### src/rtl/vga_timing_pkg.sv
// -----------------------------------------------------------------------------
// vga_timing_pkg
// Timing constants for 640x480 @ 60 Hz VGA raster generation, plus a small
// window-decode helper shared by the sync decoders.
//   VGA_*          : default porch/sync/display widths and the pixel divider
//   VGA_H/V_TOTAL  : full line / frame lengths
//   VGA_HS/VS_*    : first and last counter value of each sync pulse
//   VGA_COUNTER_W  : width of the Qh/Qv counters
// -----------------------------------------------------------------------------
package vga_timing_pkg;

  localparam int VGA_CLK_DIV   = 4;

  localparam int VGA_H_DISPLAY = 640;
  localparam int VGA_H_FRONT   = 16;
  localparam int VGA_H_SYNC    = 96;
  localparam int VGA_H_BACK    = 48;

  localparam int VGA_V_DISPLAY = 480;
  localparam int VGA_V_FRONT   = 10;
  localparam int VGA_V_SYNC    = 2;
  localparam int VGA_V_BACK    = 33;

  localparam int VGA_H_TOTAL = VGA_H_DISPLAY + VGA_H_FRONT + VGA_H_SYNC + VGA_H_BACK;
  localparam int VGA_V_TOTAL = VGA_V_DISPLAY + VGA_V_FRONT + VGA_V_SYNC + VGA_V_BACK;

  localparam int VGA_HS_START = VGA_H_DISPLAY + VGA_H_FRONT;
  localparam int VGA_HS_END   = VGA_HS_START + VGA_H_SYNC - 1;
  localparam int VGA_VS_START = VGA_V_DISPLAY + VGA_V_FRONT;
  localparam int VGA_VS_END   = VGA_VS_START + VGA_V_SYNC - 1;

  localparam int VGA_COUNTER_W = 10;

  // True when lo <= value <= hi (unsigned, inclusive on both ends).
  function automatic logic in_window(input logic [VGA_COUNTER_W-1:0] value,
                                     input logic [VGA_COUNTER_W-1:0] lo,
                                     input logic [VGA_COUNTER_W-1:0] hi);
    return (value >= lo) && (value <= hi);
  endfunction

endpackage

### src/rtl/generador_tick.sv
// -----------------------------------------------------------------------------
// generador_tick
// Clock-enable divider: produces a one-cycle pixel enable every CLK_DIV cycles
// of the system clock. No derived clock is created.
//   reloj  : system clock
//   resetM : synchronous active-high reset
//   p_tick : registered enable, high in the cycle where the divider sits at
//            CLK_DIV-1 (first one CLK_DIV cycles after reset is released)
// CLK_DIV must be at least 2 so that p_tick is never high two cycles in a row.
// -----------------------------------------------------------------------------
module generador_tick
  import vga_timing_pkg::*;
#(
  parameter int CLK_DIV = VGA_CLK_DIV
) (
  input  logic reloj,
  input  logic resetM,
  output logic p_tick
);

  localparam int               DIV_W    = (CLK_DIV > 1) ? $clog2(CLK_DIV) : 1;
  localparam logic [DIV_W-1:0] DIV_LAST = DIV_W'(CLK_DIV - 1);

  logic [DIV_W-1:0] r_div;
  logic [DIV_W-1:0] w_div_next;
  logic             r_tick;

  always_comb begin
    w_div_next = (r_div == DIV_LAST) ? '0 : r_div + DIV_W'(1);
  end

  // The tick is decoded from the next divider value so that the registered
  // p_tick lines up with the cycle in which the divider shows CLK_DIV-1.
  // NOTE: state registers use non-blocking assignments so every flop samples
  // the pre-edge value of its inputs regardless of statement order.
  always_ff @(posedge reloj) begin
    if (resetM) begin
      r_div  <= '0;
      r_tick <= 1'b0;
    end else begin
      r_div  <= w_div_next;
      r_tick <= (w_div_next == DIV_LAST);
    end
  end

  assign p_tick = r_tick;

endmodule

### src/rtl/sincronizador_vga.sv
// -----------------------------------------------------------------------------
// sincronizador_vga
// VGA raster timing generator: pixel enable, horizontal/vertical counters,
// active-low sync pulses, visible-area flag and a frame-wrap pulse.
//   reloj       : system clock
//   resetM      : synchronous active-high reset
//   p_tick      : pixel enable, one cycle in every CLK_DIV
//   Qh, Qv      : pixel / line counters (10 bits)
//   hsync       : horizontal sync, active low
//   vsync       : vertical sync, active low
//   video_on    : high while (Qh,Qv) is inside the visible area
//   frame_start : one-cycle pulse when the counters wrap from the last
//                 pixel of the frame to (0,0)
// The decodes are registered from the next-state counter values, so they
// change on the same edge as Qh/Qv and carry no extra latency.
// -----------------------------------------------------------------------------
module sincronizador_vga
  import vga_timing_pkg::*;
#(
  parameter int CLK_DIV   = VGA_CLK_DIV,
  parameter int H_DISPLAY = VGA_H_DISPLAY,
  parameter int H_FRONT   = VGA_H_FRONT,
  parameter int H_SYNC    = VGA_H_SYNC,
  parameter int H_BACK    = VGA_H_BACK,
  parameter int V_DISPLAY = VGA_V_DISPLAY,
  parameter int V_FRONT   = VGA_V_FRONT,
  parameter int V_SYNC    = VGA_V_SYNC,
  parameter int V_BACK    = VGA_V_BACK
) (
  input  logic                     reloj,
  input  logic                     resetM,
  output logic                     p_tick,
  output logic [VGA_COUNTER_W-1:0] Qh,
  output logic [VGA_COUNTER_W-1:0] Qv,
  output logic                     hsync,
  output logic                     vsync,
  output logic                     video_on,
  output logic                     frame_start
);

  localparam int CW = VGA_COUNTER_W;

  localparam logic [CW-1:0] H_LAST   = CW'(H_DISPLAY + H_FRONT + H_SYNC + H_BACK - 1);
  localparam logic [CW-1:0] V_LAST   = CW'(V_DISPLAY + V_FRONT + V_SYNC + V_BACK - 1);
  localparam logic [CW-1:0] H_VIS    = CW'(H_DISPLAY);
  localparam logic [CW-1:0] V_VIS    = CW'(V_DISPLAY);
  localparam logic [CW-1:0] HS_START = CW'(H_DISPLAY + H_FRONT);
  localparam logic [CW-1:0] HS_END   = CW'(H_DISPLAY + H_FRONT + H_SYNC - 1);
  localparam logic [CW-1:0] VS_START = CW'(V_DISPLAY + V_FRONT);
  localparam logic [CW-1:0] VS_END   = CW'(V_DISPLAY + V_FRONT + V_SYNC - 1);

  logic          w_tick;
  logic [CW-1:0] r_qh, r_qv;
  logic [CW-1:0] w_qh_next, w_qv_next;
  logic          w_frame_wrap;
  logic          r_hsync, r_vsync, r_video_on, r_frame_start;

  generador_tick #(
    .CLK_DIV (CLK_DIV)
  ) u_generador_tick (
    .reloj  (reloj),
    .resetM (resetM),
    .p_tick (w_tick)
  );

  // Next raster position. Qv only moves when Qh wraps.
  // NOTE: every signal written here gets a default first, so no path leaves
  // it unassigned and no latch is inferred.
  always_comb begin
    w_qh_next    = r_qh;
    w_qv_next    = r_qv;
    w_frame_wrap = 1'b0;
    if (w_tick) begin
      if (r_qh == H_LAST) begin
        w_qh_next = '0;
        if (r_qv == V_LAST) begin
          w_qv_next    = '0;
          w_frame_wrap = 1'b1;
        end else begin
          w_qv_next = r_qv + CW'(1);
        end
      end else begin
        w_qh_next = r_qh + CW'(1);
      end
    end
  end

  // Reset puts the raster at (0,0), which is visible and outside both sync
  // windows; any sync pulse in progress is cut off on the reset edge.
  always_ff @(posedge reloj) begin
    if (resetM) begin
      r_qh          <= '0;
      r_qv          <= '0;
      r_hsync       <= 1'b1;
      r_vsync       <= 1'b1;
      r_video_on    <= 1'b1;
      r_frame_start <= 1'b0;
    end else begin
      r_qh          <= w_qh_next;
      r_qv          <= w_qv_next;
      r_hsync       <= ~in_window(w_qh_next, HS_START, HS_END);
      r_vsync       <= ~in_window(w_qv_next, VS_START, VS_END);
      r_video_on    <= (w_qh_next < H_VIS) && (w_qv_next < V_VIS);
      r_frame_start <= w_frame_wrap;
    end
  end

  assign p_tick      = w_tick;
  assign Qh          = r_qh;
  assign Qv          = r_qv;
  assign hsync       = r_hsync;
  assign vsync       = r_vsync;
  assign video_on    = r_video_on;
  assign frame_start = r_frame_start;

endmodule

### config.mk
export PLATFORM = sky130hd
export DESIGN_NAME = sincronizador_vga
export DESIGN_NICKNAME = d
export VERILOG_FILES = /design/src/rtl/vga_timing_pkg.sv /design/src/rtl/generador_tick.sv /design/src/rtl/sincronizador_vga.sv
export SDC_FILE = /design/constraint.sdc
export NUM_CORES = 1
export LEC_CHECK = 0
export CELL_PAD_IN_SITES_DETAIL_PLACEMENT = 1
export CELL_PAD_IN_SITES_GLOBAL_PLACEMENT = 2
export CORE_ASPECT_RATIO = 0.9
export CORE_MARGIN = 5
export CORE_UTILIZATION = 29
export CTS_CLUSTER_SIZE = 25
export DETAILED_ROUTE_END_ITERATION = 16
export MAX_ROUTING_LAYER = met4
export PLACE_DENSITY_LB_ADDON = 0.1
export SYNTH_ARGS = -nofsm -noshare
export SYNTH_HDL_FRONTEND = slang
export SYNTH_SLANG_ARGS = --single-unit
### constraint.sdc
create_clock -name reloj -period 2.4 [get_ports reloj]
set_input_delay 0.36 -clock reloj [delete_from_list [all_inputs] [get_ports reloj]]
set_output_delay 0.36 -clock reloj [all_outputs]
set_load 0.05 [all_outputs]
==> impl_metrics.csv <==
group,metric,value,unit
sta,clock.fmax,463,MHz
synth,synth-simple-area-share,0.321,
synth,synth_sequential_area_ratio,0.401,
setup_path,crit_path_required_time,2.53,ns
synth,post_synth_main_area_contributors,"sky130_fd_sc_hd__dfxtp_1 40%, sky130_fd_sc_hd__nand2_1 5.0%, sky130_fd_sc_hd__ha_1 4.6%",
power,power.density,451,nW/um2
synth,cell_area_after_synthesis,1350,um2
clock_network,cts_sinks,27,
placement,hpwlAfterDp,2810,um
power,comb_power_share,0.079,
flow_run,max_cap_viol_count,0,
clock_network,cts_buffers,3,
sta,final_max_slew_viol_count,0,
sta,timing.clock.skew,0.00877,ns
clock_network,post-cts-setup-buffers,0,
synth,synth_area_leader_cell,"sky130_fd_sc_hd__dfxtp_1",
setup_path,critPathBufInv,0,
setup_path,worst_setup_path_start_kind,"flip-flop",
setup_path,timing.reg2reg.worst_path_depth,6,
floorplanning,chipWidth,81.9,um
sta,setup_viol_count_final,0,
detailed_routing,routedWlPerCell,14.9,um
floorplanning,ios,27,
placement,io_buffers,26,
power,p_leak,0.530,nW
setup_path,critical_path_arrival,2.29,ns
finish,mostFrequentLayoutCell,"sky130_fd_sc_hd__dfxtp_1",
setup_path,cpPeakStageDelay,0.58,ns
placement,post_place_instance_area,1680,um2
synth,share_of_cell_area_taken_by_muxes_after_synthesis,0.00835,
clock_network,worstSkewPairLatency,0.27,ns
synth,post-synth-top-area-fraction,0.401,
hold_path,min_path_type,"reg -> reg",
clock_network,htree_num_levels,1,
synth,mean_cell_area_of_the_mapped_netlist,8.48,um2
power,power.share.clock,0.328,
synth,synth_fp_nets,166,
detailed_routing,drc_errors,0,
synth,ys_seq_elements,27,
setup_path,path_delay_family,"simple AND/OR/NAND/NOR gates",
power,power.sequential.fraction,0.593,
floorplanning,initial_core_util,0.300,
finish,fraction_of_layout_cells_with_a_size_suffix_above_1,0.0811,
synth,synthAdderAreaFrac,0.0464,
floorplanning,die_area,6120,um2
detailed_routing,detail-route-antenna-nets,0,
sta,maxSlewHeadroom,0.658,
clock_network,tritoncts,"yes",
setup_path,ff2ff_setup_slack,0.24,ns
finish,nNetsFinal,193,
sta,max_slew.worst_pin.slew,0.500,ns
setup_path,timing.critical_path.to,"vsync$_SDFF_PP1_",
grt,overflow,0,
finish,postLayoutCoreUtil,0.384,
detailed_routing,detailroute.via_count,1212,
synth,synthXorXnorAreaFrac,0.0519,
grt,pin_count_of_the_biggest_net_entering_global_routing,20,
sta,grt_setup_unrepaired,"no",
power,worst_ir_drop_vdd,342,uV
setup_path,end_kind,"flip-flop",
setup_path,critPathLaunch,"Qh[1]$_SDFF_PP0_",
detailed_routing,detailroute.wirelength.met3,124,um
grt,global_route_wire_length_before_repair,6200,um
detailed_routing,drt-pass1-iter-count,4,
power,p_int,595,uW
detailed_routing,m1WireLength,1930,um
detailed_routing,drt_iter0_drc,49,
setup_path,path_max_fanout,16,
floorplanning,die_height,74.7,um
synth,ys.warnings.count,0,
setup_path,rr_endpoint,"vsync$_SDFF_PP1_",
power,switchingPower,183,uW
grt,grt_pass1_vias,1232,
placement,place_congestion,0.795,
synth,netlist_instances,159,
grt,antenna_found_initial,0,
detailed_routing,route.met2.wl,1610,um
finish,highest_count_cells_in_the_layout_ignoring_fill_and_taps,"27 x sky130_fd_sc_hd__dfxtp_1, 26 x sky130_fd_sc_hd__clkdlybuf4s50_1, 18 x sky130_fd_sc_hd__nand2_1",
clock_network,cts.repair.resized,0,
status,run_status,"finished clean",
clock_network,holdBufCountCts,0,
sta,layout_worst_path_cycle_share,0.900,
synth,yosys.cell_types.count,39,
grt,combined_global_route_utilization_of_all_metal_layers,0.136,
synth,synth_top_family_by_area,"simple AND/OR/NAND/NOR gates",
setup_path,critical_path.slowest_cell,"sky130_fd_sc_hd__or4_1",
finish,area_growth,27.8,%
detailed_routing,highest-signal-layer,"met4",
setup_path,criticalPathCategory,"reg -> reg",
finish,insertedDiodeCount,0,
finish,final_cell_area,1720,um2
detailed_routing,drt-vias-per-instance,4.91,
sta,min_period,2.16,ns
clock_network,max-clock-path-buffers,2,
sta,final-hold-violation-count,0,
floorplanning,core.rowCount,23,
setup_path,crit_chain,"ha_1, and4_4, nand4_4, or4_1, a21oi_2, nand4_1",
floorplanning,core-area,4490,um2
clock_network,cts_root_buf,"sky130_fd_sc_hd__clkbuf_8",
clock_network,cts.reportedPaths.clkPinSlew,0.09,ns
synth,synth_compound_area_frac,0.129,
setup_path,crit_cells,6,
sta,setup_total_negative_slack,0,ns
detailed_routing,route.final.wire_length,3690,um
power,power_switching_share,0.235,
setup_path,regToRegStartpoint,"Qh[1]$_SDFF_PP0_",
[flip-flops by register name, indices dropped and copies added, names as in the netlist]
| signal | flops |
|---|---|
| vsync | 1 |
| u_generador_tick.r_div | 2 |
| Qh | 10 |
| u_generador_tick.p_tick | 1 |
| Qv | 10 |
| frame_start | 1 |
| hsync | 1 |
| video_on | 1 |
[power groups by stage]
stage | combinational [mW] | sequential [mW] | clock [mW]
3_3_place_gp | 0.0608 | 0.471 | 0
6_report | 0.0614 | 0.461 | 0.255
5_1_grt | 0.0664 | 0.463 | 0.292
3_5_place_dp | 0.0622 | 0.472 | 0
4_1_cts | 0.0625 | 0.462 | 0.274
2_1_floorplan | 0.0247 | 0.487 | 0
[synth_stat cells]
library cell	n
sky130_fd_sc_hd__nor3_2	2
sky130_fd_sc_hd__nor2_1	13
sky130_fd_sc_hd__clkbuf_1	3
sky130_fd_sc_hd__xnor2_1	4
sky130_fd_sc_hd__o21a_1	1
sky130_fd_sc_hd__mux2_2	1
sky130_fd_sc_hd__nor2b_1	3
sky130_fd_sc_hd__ha_1	5
sky130_fd_sc_hd__o211ai_1	2
sky130_fd_sc_hd__buf_2	4
sky130_fd_sc_hd__or4_1	3
sky130_fd_sc_hd__or2_2	1
sky130_fd_sc_hd__a21oi_2	1
sky130_fd_sc_hd__nor3_1	11
sky130_fd_sc_hd__xor2_1	4
sky130_fd_sc_hd__nor4bb_1	1
sky130_fd_sc_hd__and2_1	3
sky130_fd_sc_hd__a2111oi_0	1
sky130_fd_sc_hd__buf_4	1
sky130_fd_sc_hd__a21oi_1	7
sky130_fd_sc_hd__o31ai_1	1
sky130_fd_sc_hd__a211oi_1	3
sky130_fd_sc_hd__nand3b_1	2
sky130_fd_sc_hd__and4_1	1
sky130_fd_sc_hd__a32o_1	1
sky130_fd_sc_hd__nand4_1	7
sky130_fd_sc_hd__o21ai_0	7
sky130_fd_sc_hd__and3b_1	1
sky130_fd_sc_hd__nor4_1	2
sky130_fd_sc_hd__and4_4	1
sky130_fd_sc_hd__inv_1	5
sky130_fd_sc_hd__o311ai_0	1
sky130_fd_sc_hd__nand2_1	18
sky130_fd_sc_hd__nand3_1	5
sky130_fd_sc_hd__dfxtp_1	27
sky130_fd_sc_hd__or3_1	3
sky130_fd_sc_hd__nand4_4	1
sky130_fd_sc_hd__a31oi_1	1
sky130_fd_sc_hd__a221oi_1	1
[layout make-up]
type                            instances  area, um2
Inverter                                5       18.8
Multi-Input combinational cell        119        751
Fill cell                             560       2770
Timing Repair Buffer                   30        290
Clock inverter                          1       5.00
Sequential cell                        27        541
Tap cell                               62       77.6
Clock buffer                            3       41.3
[worst min-delay path by stage]
stage / from / depth (start not counted) / to
after floorplan: u_generador_tick.r_div[0]$_SDFF_PP0_ / 1 / u_generador_tick.r_div[0]$_SDFF_PP0_
after global placement: u_generador_tick.r_div[0]$_SDFF_PP0_ / 1 / u_generador_tick.r_div[0]$_SDFF_PP0_
after detailed placement: u_generador_tick.r_div[0]$_SDFF_PP0_ / 1 / u_generador_tick.r_div[0]$_SDFF_PP0_
after CTS: u_generador_tick.r_div[0]$_SDFF_PP0_ / 1 / u_generador_tick.r_div[0]$_SDFF_PP0_
after global routing: u_generador_tick.r_div[0]$_SDFF_PP0_ / 1 / u_generador_tick.r_div[0]$_SDFF_PP0_
final: u_generador_tick.r_div[0]$_SDFF_PP0_ / 1 / u_generador_tick.r_div[0]$_SDFF_PP0_
[worst register-to-register path, delay by kind of cell (launching register included)]
family / cells / cell delay (ns)
adder cells (fa/ha/maj): 1 / 0.24
AO/OA/AOI/OAI: 1 / 0.19
flip-flops: 1 / 0.40
AND/OR/NAND/NOR: 4 / 1.19
[cell families after synthesis]
family / Yosys count
AND/OR/NAND/NOR: 78
AO/OA/AOI/OAI: 27
flip-flops: 27
buffers and inverters: 13
XOR/XNOR: 8
adder cells (fa/ha/maj): 5
multiplexers: 1
[metrics by stage]
stage	total power [mW]	std cells	hold WS, ns	setup slack, ns
4_1_cts	0.798	247	0.467	0.229
5_1_grt	0.822	247	0.499	0.0754
3_5_place_dp	0.534	243	0.454	0.241
3_3_place_gp	0.532	243	0.436	0.341
2_1_floorplan	0.512	159	0.428	0.128
6_report	0.778	247	0.461	0.240
[routing by layer]
metal  GRT usage  vias up
met2       0.201       15
met4      0.0221        0
met1       0.189      572
met5           -        -
li1            -      623
met3      0.0335        2
Power figures use the tool's default switching activity.
